## src/rtl/regfile_pkg.sv

```systemverilog
// -----------------------------------------------------------------------------
// regfile_pkg
// Shared defaults and types for the multi-port integer register file.
//   XLEN_DEFAULT      : data width of the default core
//   REG_COUNT_DEFAULT : architectural register count of the default core
//   reg_addr_t/xlen_t : address and data types for the default core
// -----------------------------------------------------------------------------
package regfile_pkg;

    localparam int XLEN_DEFAULT      = 32;
    localparam int REG_COUNT_DEFAULT = 32;

    typedef logic [4:0]  reg_addr_t;
    typedef logic [31:0] xlen_t;

endpackage

```

## src/rtl/regfile_mp_if.sv

```systemverilog
// -----------------------------------------------------------------------------
// regfile_mp_if
// Bundles the read, write and scoreboard signals of regfile_mp.
//   master : issue/writeback side (drives addresses, write data, scoreboard
//            controls; receives read data and busy status)
//   slave  : the register file itself
// Port i of a packed field occupies [i*AW +: AW] or [i*XLEN +: XLEN].
// -----------------------------------------------------------------------------
interface regfile_mp_if
    import regfile_pkg::*;
#(
    parameter int XLEN      = XLEN_DEFAULT,
    parameter int REG_COUNT = REG_COUNT_DEFAULT,
    parameter int NUM_READ  = 2,
    parameter int NUM_WRITE = 1,
    localparam int AW       = $clog2(REG_COUNT)
);

    logic [NUM_READ*AW-1:0]    rd_addr;
    logic [NUM_READ*XLEN-1:0]  rd_data;
    logic [NUM_READ-1:0]       rd_busy;
    logic [NUM_WRITE-1:0]      wr_en;
    logic [NUM_WRITE*AW-1:0]   wr_addr;
    logic [NUM_WRITE*XLEN-1:0] wr_data;
    logic                      sb_set_en;
    logic [AW-1:0]             sb_set_addr;
    logic                      sb_flush;
    logic                      any_busy;

    modport master (
        output rd_addr, wr_en, wr_addr, wr_data, sb_set_en, sb_set_addr, sb_flush,
        input  rd_data, rd_busy, any_busy
    );

    modport slave (
        input  rd_addr, wr_en, wr_addr, wr_data, sb_set_en, sb_set_addr, sb_flush,
        output rd_data, rd_busy, any_busy
    );

endinterface

```

## src/rtl/regfile_mp_scoreboard.sv

```systemverilog
// -----------------------------------------------------------------------------
// regfile_scoreboard
// Per-register busy bits for the issue stage.
//   clk, rst_n  : clock, asynchronous active-low reset (clears all bits)
//   wr_en/addr  : writeback ports; a write to a register clears its bit
//   sb_set_*    : marks a destination register pending
//   sb_flush    : clears every bit, overriding a same-cycle set
//   busy        : registered busy vector
//   any_busy    : OR of the busy vector
// Priority per bit: flush > set > clear > hold.
// -----------------------------------------------------------------------------
module regfile_scoreboard
    import regfile_pkg::*;
#(
    parameter int REG_COUNT = REG_COUNT_DEFAULT,
    parameter int NUM_WRITE = 1,
    parameter int ZERO_REG  = 1,
    localparam int AW       = $clog2(REG_COUNT)
) (
    input  logic                    clk,
    input  logic                    rst_n,
    input  logic [NUM_WRITE-1:0]    wr_en,
    input  logic [NUM_WRITE*AW-1:0] wr_addr,
    input  logic                    sb_set_en,
    input  logic [AW-1:0]           sb_set_addr,
    input  logic                    sb_flush,
    output logic [REG_COUNT-1:0]    busy,
    output logic                    any_busy
);

    logic [REG_COUNT-1:0] busy_q;
    logic [REG_COUNT-1:0] busy_d;

    // Decoding against every valid index means out-of-range addresses simply
    // match nothing.
    always_comb begin
        busy_d = busy_q;
        for (int r = 0; r < REG_COUNT; r++) begin
            for (int j = 0; j < NUM_WRITE; j++) begin
                if (wr_en[j] && (wr_addr[j*AW +: AW] == AW'(r))) begin
                    busy_d[r] = 1'b0;
                end
            end
            // A new producer issued in the same cycle keeps the bit set.
            if (sb_set_en && (sb_set_addr == AW'(r)) && !((ZERO_REG != 0) && (r == 0))) begin
                busy_d[r] = 1'b1;
            end
        end
        if (sb_flush) begin
            busy_d = '0;
        end
    end

    always_ff @(posedge clk or negedge rst_n) begin
        if (!rst_n) begin
            busy_q <= '0;
        end else begin
            busy_q <= busy_d;
        end
    end

    assign busy     = busy_q;
    assign any_busy = |busy_q;

endmodule

```

## src/rtl/regfile_mp.sv

```systemverilog
// -----------------------------------------------------------------------------
// regfile_mp
// Parametrised multi-port integer register file with busy scoreboard.
//   clk   : clock, all state updates on posedge
//   rst_n : asynchronous active-low reset, clears data and busy bits
//   bus   : regfile_mp_if slave modport
//           rd_addr/rd_data/rd_busy : combinational read ports
//           wr_en/wr_addr/wr_data   : synchronous write ports
//           sb_set_en/addr, sb_flush: scoreboard controls
//           any_busy                : OR of all busy bits
// Writes to the same register from several ports resolve to the highest
// index port, both in the array and on the bypass path.
// -----------------------------------------------------------------------------
module regfile_mp
    import regfile_pkg::*;
#(
    parameter int XLEN      = XLEN_DEFAULT,
    parameter int REG_COUNT = REG_COUNT_DEFAULT,
    parameter int NUM_READ  = 2,
    parameter int NUM_WRITE = 1,
    parameter int ZERO_REG  = 1,
    parameter int BYPASS    = 1,
    localparam int AW       = $clog2(REG_COUNT)
) (
    input  logic           clk,
    input  logic           rst_n,
    regfile_mp_if.slave    bus
);

    logic [XLEN-1:0]          regs_q [REG_COUNT];
    logic [XLEN-1:0]          regs_d [REG_COUNT];
    logic [REG_COUNT-1:0]     busy;
    logic [NUM_WRITE-1:0]     wr_ok;
    logic [NUM_READ*XLEN-1:0] rd_data_c;
    logic [NUM_READ-1:0]      rd_busy_c;

    // True when the address names a writable register: in range and not the
    // hardwired zero register.
    function automatic logic addr_ok(input logic [AW-1:0] a);
        logic ok;
        ok = 1'b0;
        for (int r = 0; r < REG_COUNT; r++) begin
            if ((a == AW'(r)) && !((ZERO_REG != 0) && (r == 0))) begin
                ok = 1'b1;
            end
        end
        return ok;
    endfunction

    always_comb begin
        for (int j = 0; j < NUM_WRITE; j++) begin
            wr_ok[j] = bus.wr_en[j] && addr_ok(bus.wr_addr[j*AW +: AW]);
        end
    end

    // Ascending port order lets the highest-index port overwrite the others.
    always_comb begin
        regs_d = regs_q;
        for (int j = 0; j < NUM_WRITE; j++) begin
            for (int r = 0; r < REG_COUNT; r++) begin
                if (wr_ok[j] && (bus.wr_addr[j*AW +: AW] == AW'(r))) begin
                    regs_d[r] = bus.wr_data[j*XLEN +: XLEN];
                end
            end
        end
    end

    always_ff @(posedge clk or negedge rst_n) begin
        if (!rst_n) begin
            for (int r = 0; r < REG_COUNT; r++) begin
                regs_q[r] <= '0;
            end
        end else begin
            regs_q <= regs_d;
        end
    end

    regfile_scoreboard #(
        .REG_COUNT (REG_COUNT),
        .NUM_WRITE (NUM_WRITE),
        .ZERO_REG  (ZERO_REG)
    ) u_scoreboard (
        .clk         (clk),
        .rst_n       (rst_n),
        .wr_en       (bus.wr_en),
        .wr_addr     (bus.wr_addr),
        .sb_set_en   (bus.sb_set_en),
        .sb_set_addr (bus.sb_set_addr),
        .sb_flush    (bus.sb_flush),
        .busy        (busy),
        .any_busy    (bus.any_busy)
    );

    // Read muxing: unmatched addresses (out of range, or register 0 when it
    // is hardwired) fall through to the zero defaults. Busy is never bypassed.
    always_comb begin
        rd_data_c = '0;
        rd_busy_c = '0;
        for (int i = 0; i < NUM_READ; i++) begin
            for (int r = 0; r < REG_COUNT; r++) begin
                if ((bus.rd_addr[i*AW +: AW] == AW'(r)) && !((ZERO_REG != 0) && (r == 0))) begin
                    rd_data_c[i*XLEN +: XLEN] = regs_q[r];
                    rd_busy_c[i]              = busy[r];
                end
            end
            if (BYPASS != 0) begin
                for (int j = 0; j < NUM_WRITE; j++) begin
                    if (wr_ok[j] && (bus.wr_addr[j*AW +: AW] == bus.rd_addr[i*AW +: AW])) begin
                        rd_data_c[i*XLEN +: XLEN] = bus.wr_data[j*XLEN +: XLEN];
                    end
                end
            end
        end
        // Keep the bypass path from leaking write data while in reset.
        if (!rst_n) begin
            rd_data_c = '0;
        end
    end

    assign bus.rd_data = rd_data_c;
    assign bus.rd_busy = rd_busy_c;

endmodule

```

## src/flat_wrapper.sv

```systemverilog
// flat-port wrapper written by rule: the top's interface ports become plain ports
module regfile_mp_flat import regfile_pkg::*;
#(
    parameter int XLEN      = XLEN_DEFAULT,
    parameter int REG_COUNT = REG_COUNT_DEFAULT,
    parameter int NUM_READ  = 2,
    parameter int NUM_WRITE = 1,
    parameter int ZERO_REG  = 1,
    parameter int BYPASS    = 1,
    localparam int AW       = $clog2(REG_COUNT)
)
  (clk, rst_n, bus_rd_addr, bus_wr_en, bus_wr_addr, bus_wr_data, bus_sb_set_en, bus_sb_set_addr, bus_sb_flush, bus_rd_data, bus_rd_busy, bus_any_busy);
  regfile_mp_if #(.XLEN(XLEN), .REG_COUNT(REG_COUNT), .NUM_READ(NUM_READ), .NUM_WRITE(NUM_WRITE)) bus_i ();
  input  logic clk;
  input  logic rst_n;
  input wire logic [$bits(bus_i.rd_addr)-1:0] bus_rd_addr;
  input wire logic [$bits(bus_i.wr_en)-1:0] bus_wr_en;
  input wire logic [$bits(bus_i.wr_addr)-1:0] bus_wr_addr;
  input wire logic [$bits(bus_i.wr_data)-1:0] bus_wr_data;
  input wire logic [$bits(bus_i.sb_set_en)-1:0] bus_sb_set_en;
  input wire logic [$bits(bus_i.sb_set_addr)-1:0] bus_sb_set_addr;
  input wire logic [$bits(bus_i.sb_flush)-1:0] bus_sb_flush;
  output wire logic [$bits(bus_i.rd_data)-1:0] bus_rd_data;
  output wire logic [$bits(bus_i.rd_busy)-1:0] bus_rd_busy;
  output wire logic [$bits(bus_i.any_busy)-1:0] bus_any_busy;
  assign bus_i.rd_addr = bus_rd_addr;
  assign bus_i.wr_en = bus_wr_en;
  assign bus_i.wr_addr = bus_wr_addr;
  assign bus_i.wr_data = bus_wr_data;
  assign bus_i.sb_set_en = bus_sb_set_en;
  assign bus_i.sb_set_addr = bus_sb_set_addr;
  assign bus_i.sb_flush = bus_sb_flush;
  assign bus_rd_data = bus_i.rd_data;
  assign bus_rd_busy = bus_i.rd_busy;
  assign bus_any_busy = bus_i.any_busy;
  regfile_mp #(.XLEN(XLEN), .REG_COUNT(REG_COUNT), .NUM_READ(NUM_READ), .NUM_WRITE(NUM_WRITE), .ZERO_REG(ZERO_REG), .BYPASS(BYPASS)) u_core (.clk(clk), .rst_n(rst_n), .bus(bus_i));
endmodule
```

## config.mk

```make
export PLATFORM = sky130hd
export DESIGN_NAME = regfile_mp_flat
export DESIGN_NICKNAME = d
export VERILOG_FILES = /design/src/rtl/regfile_pkg.sv /design/src/rtl/regfile_mp_if.sv /design/src/rtl/regfile_mp_scoreboard.sv /design/src/rtl/regfile_mp.sv /design/src/flat_wrapper.sv
export SDC_FILE = /design/constraint.sdc
export NUM_CORES = 2
export LEC_CHECK = 0
export ABC_AREA = 1
export CAP_MARGIN = 20
export CORE_MARGIN = 5
export CORE_UTILIZATION = 60
export CTS_CLUSTER_DIAMETER = 200
export DETAILED_ROUTE_END_ITERATION = 10
export PLACE_DENSITY = 0.8
export REMOVE_ABC_BUFFERS = 1
export SLEW_MARGIN = 20
export SYNTH_ARGS = -nofsm -noshare
export SYNTH_HDL_FRONTEND = slang
export SYNTH_SLANG_ARGS = --single-unit
```

## constraint.sdc

```tcl
create_clock -name clk -period 10 [get_ports clk]
set_input_delay 2.5 -clock clk [delete_from_list [all_inputs] [get_ports clk]]
set_output_delay 2.5 -clock clk [all_outputs]
set_load 0.02 [all_outputs]
```

==> out/summary.txt <==
Status = completed
Clock-pin slew on the worst setup and hold paths = 60 ps
CTS Sinks = 1,023
Arr. time, crit path = 7000 ps
Worst slew pin tran = 1230 ps
Yosys reg bits = 1,023
Hold path startpoint = u_core.regs_q[14]$_DFFE_PN0P_
Reg2reg path depth = 2
Initial antenna violation count = 5
Pwr/cell area = 191 nW/um^2
H-tree levels = 3
Nature of the critical path startpoint = primary input
Unique masters post-synth = 36
Final Cycle Share = 0.950
Yosys Warn Count = 0
DRC violations left = 0
Static Leak = 0.0268 uW
Worst r2r src = u_core.regs_q[644]$_DFFE_PN0P_
RSZ-0062 raised after global routing = no
Max Slew Vio Count = 0
Worst hold-check path type = register to register
Port bufs = 123
Worst endpoint required time = 7500 ps
I/O Pins = 124
Placed cell areas = 55,800 sq um
Hpwl dp = 118,000 microns
Fill cells = 7,621
Largest net degree at the start of global routing = 78
Final WL = 182,000 microns
Die height = 310 microns
Clk buf depth = 3
Cell area after synthesis = 53,900 sq um
Syn Inst Count = 7,643
Root Buffer Master = clkbuf_16
Via count = 53,137
Crit. End Element = primary output
Cts bufs inserted = 108
CP max FO = 33
VDD IR max = 0.128 mV
Sequential cell area fraction in the yosys report = 0.475
Reg2reg setup slack = 9190 ps
Die Area = 96,000 sq um
Drt pass-1 iters = 7
CTS tree = built
Final ANT Viol Nets = 0
Setup bufs post-CTS = 0
Final Cell Area = 59,600 sq um
Worst hold slack = 484 ps
Max-slew headroom = 0.176
Initial DRC Count = 8,010
Final Skew = 0 ps
GRT Total Usage = 0.373
Starting Density = 0.602
First-pass GRT wire length = 282,000 microns
Commonest non-fill, non-tap cell in the layout = nand2_1
Final #Nets = 7,521
Layout cell share with drive strength beyond 1 = 0.0616
DIE WIDTH = 310 microns
Worst Path Class, Setup = primary input to primary output
Setup-failing EPs final = 0
Post-CTS sizing = 0
TNS Setup = 0 ps
Area growth, synth to finish = 10.6%
Row count = 110
Number of global-route vias before repair = 49,292
CTS Hold Bufs = 0
Fmax = 105 MHz
Crit path capture = bus_rd_data[5]
WL per Instance = 20.8 microns
Grt total ovfl = 0
Most frequent cells in the layout = 2,772 x nand2_1, 1,162 x o21ai_0, 1,023 x dfrtp_1
Minimum clock period = 9500 ps
Setup crit start = bus_rd_addr[3]
Fin. Hold Viols = 0
Max-cap violations = 0
Drt via density = 6.09
Final GP Congestion = 0.988
Core ar. = 89,600 sq um
Syn_area_per_cell = 7.06 sq um
Worst reg2reg endpoint = u_core.regs_q[644]$_DFFE_PN0P_
Skew-Pair Late Insertion Delay = 680 ps
## through the flow
| stage | worst slack, ps | instances | util | power, uW |
|---|---|---|---|---|
| floorplan | 569 | 7085 | - | 6370 |
| global placement | 718 | 8525 | 0.622 | 6980 |
| detailed placement | 733 | 8526 | 0.622 | 7070 |
| CTS | 717 | 8724 | 0.664 | 11300 |
| global route | 396 | 8728 | 0.665 | 11900 |
| finish | 500 | 8731 | 0.666 | 11400 |
## registers in the layout, indices dropped and copies added (netlist names)
| signal | cells |
|---|---|
| u_core.regs_q | 992 |
| u_core.u_scoreboard.busy | 31 |
## worst max-delay path, stage by stage
cell	delay [ps]
clkdlybuf4s50_1	640
inv_1	100
nand2_1	220
inv_1	90
nand2_1	300
nor2_2	80
buf_4	290
nand2_1	120
nand4_1	120
nor2_1	210
nand4_1	130
nor2_1	180
nand4_1	120
nor2_1	150
nand4_1	240
nor2_1	180
nand4_1	110
nor2_1	120
nand4_1	130
nor2_1	120
nand4_1	110
nor2_1	110
nor2_1	40
clkdlybuf4s50_1	530
## routing by layer
metal  vias to the layer above  GRT usage  wire length, microns  part of all wire
li1                      24196          -                     -                 -
met1                     24947      0.521                 72200              0.40
met2                      3501      0.560                 78700              0.43
met3                       489     0.0971                 23200              0.13
met4                         4      0.156                  7660             0.042
met5                         -          0                    30           0.00017
## Yosys cell counts, drive strengths merged
cell,instances,area [sq um]
a2111oi,2,17.5
or2,45,282
buf,91,469
nor3,13,81.3
o41ai,2,17.5
o21ai,1165,5830
nand2,2806,10500
nor4,6,37.5
inv,509,1910
o21bai,4,30.0
nor2,756,2890
a21oi,127,636
xnor2,3,26.3
nor3b,1,7.51
dfrtp,1023,25600
clkinv,4,15.0
o22ai,1,6.26
nand3,97,490
or4,1,7.51
nand4,514,3240
xor2,6,52.6
clkbuf,467,1750
## power breakdown
group | total [uW] | internal (uW) | switching, uW
clock | 4290 | 2560 | 1730
combinational | 1610 | 560 | 1050
sequential | 5470 | 4890 | 578
total | 11400 | 8010 | 3360
## how the worst min path moves through the flow
stage | end | slack [ps] | depth (start not counted)
detailed placement | u_core.regs_q[670]$_DFFE_PN0P_ | 470 | 2
CTS | u_core.regs_q[268]$_DFFE_PN0P_ | 490 | 2
global placement | u_core.regs_q[797]$_DFFE_PN0P_ | 470 | 2
floorplan | u_core.regs_q[0]$_DFFE_PN0P_ | 450 | 2
global route | u_core.regs_q[650]$_DFFE_PN0P_ | 500 | 2
finish | u_core.regs_q[14]$_DFFE_PN0P_ | 480 | 2
## logic make-up after synthesis
kind of cell    after synthesis  share of synthesized area
buf+inv                    1071                     0.0769
flops                      1023                      0.475
compound gates             1301                      0.121
xor+xnor                      9                    0.00146
simple gates               4239                      0.326
## cell type report
class | instances | area, sq um | area share
antenna | 3 | 7.51 | 0.000126
sequential | 1023 | 25600 | 0.429
inverter | 513 | 1930 | 0.0323
timing repair buffer | 269 | 2460 | 0.0413
multi-input combinational | 5549 | 24400 | 0.409
tap | 1176 | 1470 | 0.0247
clock buffer | 154 | 3170 | 0.0531
clock inverter | 44 | 602 | 0.0101
No activity file was read; power rests on OpenSTA's default activity.
